$ cat src/rtl/lsu_mem_ctrl.sv
// lsu_mem_ctrl: memory responder for the execute stage's load/store port.
// It runs one load or store at a time on a word-wide req/gnt/rvalid bus and
// stalls the pipeline until the access is finished.
//   - Execute side: r_mem_*/w_mem_* requests, data_type_i, w_reg_addr_i in;
//     stall_o, misalign_o, bus_err_o and the load write-back (w_reg_*) out.
//   - Bus side: bus_req_o/bus_we_o/bus_addr_o/bus_wdata_o out;
//     bus_gnt_i/bus_rvalid_i/bus_rdata_i in.
// Sub-word stores use read-modify-write. Loads are lane-extracted and then
// sign- or zero-extended.

// lsu_mem_lane: one byte lane of the store merge. It picks either the new
// store data or the old word read back from memory.
//   sel=1 -> new_lane, sel=0 -> old_lane
module lsu_mem_lane #(
  parameter int VEC_W = 8
) (
  input  logic             sel,
  input  logic [VEC_W-1:0] old_lane,
  input  logic [VEC_W-1:0] new_lane,
  output logic [VEC_W-1:0] merged
);
  assign merged = sel ? new_lane : old_lane;
endmodule

module lsu_mem_ctrl #(
  parameter int TIMEOUT_CYCLES = 255
) (
  input  logic        clk,
  input  logic        rst_n,
  input  logic        r_mem_enable_i,
  input  logic [31:0] r_mem_addr_i,
  input  logic        w_mem_enable_i,
  input  logic [31:0] w_mem_addr_i,
  input  logic [31:0] w_mem_data_i,
  input  logic [2:0]  data_type_i,
  input  logic [4:0]  w_reg_addr_i,
  output logic        stall_o,
  output logic        w_reg_enable_o,
  output logic [4:0]  w_reg_addr_o,
  output logic [31:0] w_reg_data_o,
  output logic        misalign_o,
  output logic        bus_err_o,
  output logic        bus_req_o,
  output logic        bus_we_o,
  output logic [31:0] bus_addr_o,
  output logic [31:0] bus_wdata_o,
  input  logic        bus_gnt_i,
  input  logic        bus_rvalid_i,
  input  logic [31:0] bus_rdata_i
);
  localparam int NUM_LANES = 4;
  localparam int VEC_W     = 8;
  localparam logic [7:0] CNT_LAST = 8'(TIMEOUT_CYCLES - 1);

  localparam logic [2:0] IDLE    = 3'd0;
  localparam logic [2:0] RD_REQ  = 3'd1;
  localparam logic [2:0] RD_WAIT = 3'd2;
  localparam logic [2:0] WR_REQ  = 3'd3;
  localparam logic [2:0] RESP    = 3'd4;
  localparam logic [2:0] FAULT   = 3'd5;

  typedef struct packed {
    logic [31:0] addr;
    logic [2:0]  dtype;
    logic [4:0]  rd;
    logic        store;
  } req_t;

  logic [2:0]  state_q;
  logic [7:0]  cnt_q;
  req_t        req_q;
  logic [31:0] wdata_q;   // store data, replaced by the merged word after the read
  logic [31:0] rdata_q;
  logic [4:0]  rd_q;
  logic        err_q;

  // Incoming request decode
  logic        req_vld, new_byte, new_half, new_mis;
  logic [31:0] new_addr;
  assign req_vld  = (r_mem_enable_i | w_mem_enable_i) & (data_type_i != 3'd0);
  assign new_addr = w_mem_enable_i ? w_mem_addr_i : r_mem_addr_i;
  assign new_byte = (data_type_i == 3'd1) | (data_type_i == 3'd4);
  assign new_half = (data_type_i == 3'd2) | (data_type_i == 3'd5);
  // Any type that is not byte or half is handled as a full word.
  assign new_mis  = new_half ? new_addr[0] :
                    new_byte ? 1'b0 : (new_addr[1:0] != 2'b00);

  logic is_byte_q, is_half_q, is_word_q;
  assign is_byte_q = (req_q.dtype == 3'd1) | (req_q.dtype == 3'd4);
  assign is_half_q = (req_q.dtype == 3'd2) | (req_q.dtype == 3'd5);
  assign is_word_q = ~is_byte_q & ~is_half_q;

  // Store merge, one instance per byte lane
  logic [NUM_LANES-1:0]            lane_sel;
  logic [NUM_LANES-1:0][VEC_W-1:0] lane_src, lane_old, lane_mrg;
  for (genvar g = 0; g < NUM_LANES; g++) begin : g_lane
    localparam logic [1:0] LANE = 2'(g);
    assign lane_sel[g] = is_word_q | (is_half_q & (req_q.addr[1] == LANE[1])) |
                         (is_byte_q & (req_q.addr[1:0] == LANE));
    assign lane_src[g] = is_word_q ? wdata_q[g*VEC_W +: VEC_W] :
                         (is_half_q & LANE[0]) ? wdata_q[15:8] : wdata_q[7:0];
    assign lane_old[g] = bus_rdata_i[g*VEC_W +: VEC_W];
    lsu_mem_lane #(.VEC_W(VEC_W)) u_lane (
      .sel      (lane_sel[g]),
      .old_lane (lane_old[g]),
      .new_lane (lane_src[g]),
      .merged   (lane_mrg[g])
    );
  end

  // Load extract: shift the addressed lane down to bit 0, then extend it.
  logic [4:0]  shamt;
  logic [31:0] rsh, ext;
  assign shamt = is_half_q ? {req_q.addr[1], 4'b0} : {req_q.addr[1:0], 3'b0};
  assign rsh   = bus_rdata_i >> shamt;
  always_comb begin
    ext = bus_rdata_i;
    case (req_q.dtype)
      3'd1:    ext = {{24{rsh[7]}}, rsh[7:0]};
      3'd2:    ext = {{16{rsh[15]}}, rsh[15:0]};
      3'd4:    ext = {24'b0, rsh[7:0]};
      3'd5:    ext = {16'b0, rsh[15:0]};
      default: ext = bus_rdata_i;
    endcase
  end

  logic cnt_last;
  assign cnt_last = (cnt_q == CNT_LAST);

  always_ff @(posedge clk or negedge rst_n) begin
    if (!rst_n) begin
      state_q <= IDLE;
      cnt_q   <= '0;
      req_q   <= '0;
      wdata_q <= '0;
      rdata_q <= '0;
      rd_q    <= '0;
      err_q   <= 1'b0;
    end else begin
      err_q <= 1'b0;
      case (state_q)
        IDLE: begin
          cnt_q <= '0;
          if (req_vld) begin
            req_q   <= '{addr: new_addr, dtype: data_type_i, rd: w_reg_addr_i,
                         store: w_mem_enable_i};
            wdata_q <= w_mem_data_i;
            if (new_mis)                             state_q <= FAULT;
            else if (w_mem_enable_i & ~new_byte & ~new_half) state_q <= WR_REQ;
            else                                     state_q <= RD_REQ;
          end
        end
        RD_REQ, WR_REQ, RD_WAIT: begin
          // A handshake on the limit cycle still completes normally.
          if ((state_q == RD_WAIT) ? bus_rvalid_i : bus_gnt_i) begin
            cnt_q <= '0;
            case (state_q)
              RD_REQ: state_q <= RD_WAIT;
              WR_REQ: state_q <= RESP;
              default: begin
                if (req_q.store) begin
                  wdata_q <= lane_mrg;
                  state_q <= WR_REQ;
                end else begin
                  rdata_q <= ext;
                  rd_q    <= req_q.rd;
                  state_q <= RESP;
                end
              end
            endcase
          end else if (cnt_last) begin
            cnt_q   <= '0;
            err_q   <= 1'b1;
            state_q <= IDLE;
          end else begin
            cnt_q <= cnt_q + 8'd1;
          end
        end
        default: begin  // RESP, FAULT: one cycle each
          cnt_q   <= '0;
          state_q <= IDLE;
        end
      endcase
    end
  end

  // Outputs. The execute-side combinational stall is gated by reset so that
  // every output reads 0 while rst_n is low.
  assign bus_req_o      = (state_q == RD_REQ) | (state_q == WR_REQ);
  assign bus_we_o       = (state_q == WR_REQ);
  assign bus_addr_o     = {req_q.addr[31:2], 2'b00};
  assign bus_wdata_o    = wdata_q;
  assign misalign_o     = (state_q == FAULT);
  assign bus_err_o      = err_q;
  assign w_reg_enable_o = (state_q == RESP) & ~req_q.store & (req_q.rd != 5'd0);
  assign w_reg_addr_o   = rd_q;
  assign w_reg_data_o   = rdata_q;
  assign stall_o        = rst_n & ((state_q == RD_REQ) | (state_q == RD_WAIT) |
                                   (state_q == WR_REQ) | ((state_q == IDLE) & req_vld));

endmodule
$ cat config.mk
export PLATFORM = sky130hd
export DESIGN_NAME = lsu_mem_ctrl
export DESIGN_NICKNAME = d
export VERILOG_FILES = /design/src/rtl/lsu_mem_ctrl.sv
export SDC_FILE = /design/constraint.sdc
export NUM_CORES = 1
export LEC_CHECK = 0
export BUFFER_PORTS_ARGS = -buffer_cell sky130_fd_sc_hd__buf_2
export CAP_MARGIN = 10
export CORE_MARGIN = 5
export CORE_UTILIZATION = 45
export DETAILED_ROUTE_END_ITERATION = 8
export HOLD_SLACK_MARGIN = 0.12
export PLACE_DENSITY = 0.76
export REMOVE_ABC_BUFFERS = 1
export SLEW_MARGIN = 20
export SYNTH_ARGS = -nofsm -noshare
export SYNTH_HDL_FRONTEND = slang
export SYNTH_HIERARCHICAL = 1
export SYNTH_SLANG_ARGS = --single-unit
export TNS_END_PERCENT = 30
$ cat constraint.sdc
create_clock -name clk -period 2 [get_ports clk]
set_input_delay 0.2 -clock clk [delete_from_list [all_inputs] [get_ports clk]]
set_output_delay 0.2 -clock clk [all_outputs]
set_load 0.02 [all_outputs]
### Yosys cells after proc, flatten, opt, wreduce, memory -nomap -nowiden

Cells that the tools add are included.
Widths: inputs -> output; s select.

* output and inout port bits: 107
* input port bits: 142
* bits in registers: 122
* memories kept: 0
* memory bits (read-only): 0
* word-level logic and storage cells: 124
* memory bits (writable): 0
* latch bits: 0

* multiplexer cells: 32
* multiply operators: 0
* reduce and logical (&&, ||, !) cells: 15
* bitwise gates (word level): 36
* shift operators: 1
* magnitude comparators: 0
* add/subtract/negate cells: 1
* div/mod/pow operators: 0
* equal/unequal tests: 26

Operators with widths (number)
* $mux 32: 5
* $pmux 32 s4: 1
* $mux 8: 10
* $pmux 32 s2: 1
* $shr 32x5->16: 1
* $reduce_and 6->1: 4
* $eq 3x3->1 const B: 6
* $mux 3: 5
* $or 1x1->1: 15
* $and 1x1->1: 14
* $eq 3x2->1 const B: 4
* $ne 3x3->1 const B: 4
* $pmux 3 s2: 2
* $ne 2x2->1 const B: 5
* $eq 3x1->1 const B: 3
* $add 8x1->8 const B: 1
* $eq 8x8->1 const B: 1
* $not 1->1: 7
* $mux 1: 6
* $reduce_bool 5->1: 1
* $eq 2x2->1 const B: 2
* $mux 4: 1
* $reduce_and 2->1: 2
* $reduce_and 4->1: 1
* other kinds (8): 9

### Logic depth before layout (Yosys ltp)

* depth in word-level cells: 11
* gate-level depth with buffers: 10
* gate-level depth less buffers: 7

### Cells and area by module

The synthesis kept the hierarchy.

By module, submodules not included
* lsu_mem_ctrl: times used 1, seq. area each 3052.9 um^2, cells an instance 766, area an instance 6597.6 um^2
* lsu_mem_lane: times used 4, seq. area each 0.0 um^2, cells an instance 9, area an instance 131.4 um^2

### Least setup slack after synthesis

OpenSTA, ideal clock, no wires.

* kind: reg-to-reg
* start point: register req_q[7] in the netlist's numbering
* end point: register wdata_q[2] (netlist: bus_wdata_o[2])
* required time: 1.870 ns
* cell stages (with the launch flop): 11
* buffers on the path: 3
* setup time: 0.130 ns
* arrival time: 2.067 ns
* clock period less this slack: 2.197 ns
* slack: -0.197 ns
* cells stage by stage: dfrtp_1 -> buf_4 -> or3b_1 -> and3_4 -> clkbuf_1 -> o21a_1 -> inv_1 -> buf_6 -> mux2_4 -> nand2_1 -> a31oi_1

* longest elaborated chain between the ends: 8
* elaborated cells between the ends (all ways): 15
* those cells by class: eq/ne: 5; bitwise: 9; reduce/logical: 1

RTL lines
* from (decl): line 71 `req_t req_q;`
* from (signal assigned): line 145 `req_q <= '{addr: new_addr, dtype: data_type_i, rd: w_reg_addr_i,`
* $eq 3x1->1, or another cell as far along: line 89 `assign is_byte_q = (req_q.dtype == 3'd1) | (req_q.dtype == 3'd4);`
* $or 1x1->1 (on tied branches): line 89, 90
* $not 1->1: line 91 `assign is_word_q = ~is_byte_q & ~is_half_q;`
* $and 1x1->1: line 91
* $or 1x1->1: line 98 `assign lane_sel[g] = is_word_q | (is_half_q & (req_q.addr[1] == LANE[1])) |`
* $or 1x1->1 *: line 98
* net lane_sel[0]: line 94 `logic [NUM_LANES-1:0] lane_sel;`
* $ne 2x2->1 (no line) *
* $reduce_and 6->1 (no line) *
* to (signal assigned): line 147 `wdata_q <= w_mem_data_i;`
* to (signal assigned): line 162 `wdata_q <= lane_mrg;`
* to (decl): line 72 `logic [31:0] wdata_q;`

Mark *: on every way through the listed nets, which the timed path passes. The rest lies on a longest branch.
A chain may end at the register's enable or synchronous reset.

### Worst setup path after layout

* start point: register req_q[7] in the netlist's numbering
* end point: register wdata_q[0] (netlist: bus_wdata_o[0])

Same word-level chain as after synthesis.

==> results.cfg <==
[critical_path]
path_buf_inv = 4
worstPathCellList = buf_6, nand3b_1, buf_4, and3_4, o21a_1, inv_2, buf_12, mux2_4, nand2_2, a31oi_2
reg2reg_from = req_q[7]
arrival_ns = 2.31
ff2ff_setup_slack_ns = -0.04
slowest_stage = dfrtp_1
crit_family = buffers and inverters
crit_path_end_kind = flop
slowest_delay_ns = 0.40
r2r-end = bus_wdata_o[0]
path_max_fanout = 8
required_ns = 2.28
crit_path_start = req_q[7]
cp-start-kind = flop
crit_type = reg -> reg
reg2regPathDepth = 10

[routing]
post_drt_wl_per_cell_um = 18.4
drt-initial-drc-count = 440
wl_met2_mm = 12.7
vias = 7254
viasPerCell = 5.24
drtPass1Iterations = 5
routed_wl_mm = 25.4
ant_nets = 0
drc = 0
wl_met1_mm = 9.88
topRoutingLayerUsed = met5
met3_length_mm = 2.11

[synth]
synthFlopType = dfrtp_1
synth_cells = 802
synthDistinctLibCells = 46
netlist_top_cells_area = dfrtp_1 43%, nand2_1 8.3%, mux2_4 6.7%
synth_top_area_cell = dfrtp_1
ys_warn_count = 6
seq_area_frac_synth_pct = 42.9
yosysTopAreaCellShare_pct = 42.9
synth_common_cells = 157 x nand2_1, 122 x dfrtp_1, 116 x nor2_1
synthesis.area_sq_um = 7120
yosysMostFrequentCell = nand2_1
synth-seq-cells = 122
avgSynthCellArea_sq_um = 8.88
async_flop_share_pct = 100
synth-edff-count = 0

[timing]
rsz0062_at_grt = yes
setup_viol = 10
fin_crit_sh_pct = 102
hold_violations = 0
setup_ws_ns = -0.0370
relSlewSlack_pct = 59.7
worst_pin_slew_ns = 0.605
slew_viol_final = 0
min_period_ns = 2.04
finClkSkew_ns = 0.00610
max_freq_ghz = 0.491
hold-worst-slack_ns = 0.134

[floorplanning]
rows = 46
die_w_um = 136
core-area_sq_um = 15700
num_io_pins = 249
die_y_um = 136
start_util_pct = 45.3
die_area_sq_um = 18400

[placed_design]
port_buffers = 246
dp_hpwl_mm = 15.7
gp_congestion = 0.891
placed_area_sq_um = 8500
post-place-ws_ns = -0.225

[clocking]
clock-sinks = 122
cts_buffers = 17
clockBufferDepth = 2
cts_tree = built
htreeDepth = 4
root_buffer = clkbuf_16
clkLatencyLatePin_ns = 0.41
clk_pin_slew_ns = 0.06

[outcome]
status = finished, violations left
violations = negative setup slack

[grt]
antenna_found_initial = 2
grt_start_max_net_pins = 107
grt_pass1_vias = 7536
globalRouteOverflowTotal = 0
grt_pass1_wl_mm = 40.0
grtUsageTotal_pct = 27.8

[cells_and_area]
final_cell_area_sq_um = 10600
drive_gt1_share_pct = 35.3
area_delta_synth_final_pct = 49.2
fin_nets = 1298
final_util_pct = 67.6

[power_and_ir_drop]
total_power_mw = 19.4
leakagePower_nw = 5.14
peakVddDrop_uv = 861
power_density_nw_per_um2 = 1830

[run]
drv_cap = 0

[worst_hold_path]
hold_class = in -> reg
hold_path_startpoint = w_mem_addr_i[10]
worstHoldEndpoint = bus_addr_o[10]
min_path_cells = 3
==> final cells by class <==
class	instances	area, sq um
antenna	1	2.50
clock buffer	25	505
clock inverter	7	135
fill	1192	5080
inverter	6	22.5
multi-input combinational	580	3620
sequential	122	3050
tap	216	270
timing repair buffer	427	3020
==> metal layers <==
metal,vias to the layer above,global-route usage [%]
met5,-,0
met3,57,8.22
met2,329,48.0
met4,2,10.1
met1,3463,32.9
li1,3403,-
==> kinds of logic (layout without fill, tap and decap cells) <==
kind of cell	Yosys count	count (layout)	synth area share, %
XOR/XNOR	9	9	1.11
adder cells (fa/ha/maj)	2	2	0.351
AND/OR/NAND/NOR	319	319	18.4
flip-flops	122	122	42.9
AO/OA/AOI/OAI	156	156	13.3
buffers and inverters	101	465	8.20
other	1	3	0.0526
multiplexers	92	92	15.7
==> worst register-to-register path, delay by kind of cell (launching register included) <==
family / cells / cell delay, ns
buffers and inverters: 4 / 0.47
AND/OR/NAND/NOR: 3 / 0.43
flip-flops: 1 / 0.40
multiplexers: 1 / 0.30
AO/OA/AOI/OAI: 2 / 0.29
==> cell usage in the layout (no fill, tap or decap), types with 6 or more instances in the layout <==
cell type        n
mux2_2          14
a21oi_1         44
nor3b_1          7
buf_2          244
o22ai_1          8
buf_4           44
mux2_4          33
nand3_1          8
nand2_1        155
buf_12           7
clkbuf_16       17
a21oi_2         11
nor2_1         113
o21ai_1         15
a31oi_1         40
xor2_1           6
buf_6            6
dlygate4sd3_1  126
o21ai_0         20
nor3_1           7
mux2i_1         39
dfrtp_1        121
==> sequential cells by signal, indices dropped and copies added (netlist names) <==
signal,cells
w_reg_data_o,32
bus_addr_o,30
w_reg_addr_o,5
bus_err_o,1
cnt_q,8
state_q,3
req_q,11
bus_wdata_o,32
==> worst max path at each step <==
stage,endpoint,slack (ns),depth (start not counted)
finish,bus_wdata_o[0],-0.04,10
global route,bus_wdata_o[0],-0.13,10
CTS,bus_wdata_o[0],-0.01,10
detailed placement,bus_wdata_o[15],-0.22,7
global placement,bus_wdata_o[9],-0.19,7
floorplan,bus_wdata_o[10],-2.26,5
==> metrics by stage <==
| stage | setup TNS [ns] | instances |
|---|---|---|
| after floorplan | -137.71 | 708 |
| after global placement | -1.94 | 1213 |
| after detailed placement | -3.69 | 1213 |
| after CTS | -0.0172 | 1380 |
| after global routing | -2.78 | 1384 |
| final | -0.104 | 1384 |
==> power by group <==
part / switching [mW] / leakage [nW] / total (mW) / internal, mW
combinational: 6.36 / 3.38 / 11.5 / 5.16
clock: 1.10 / 0.317 / 3.35 / 2.25
sequential: 0.947 / 1.44 / 4.57 / 3.62
==> repair_timing <==
item	in CTS	in global routing
hold endpoints to repair	217	0
hold buffers	126	0
gates resized for setup	14	18
setup buffers	9	3
pin swaps	6	6
setup endpoints to repair	47	57
No activity file was read; power rests on OpenSTA's default activity.
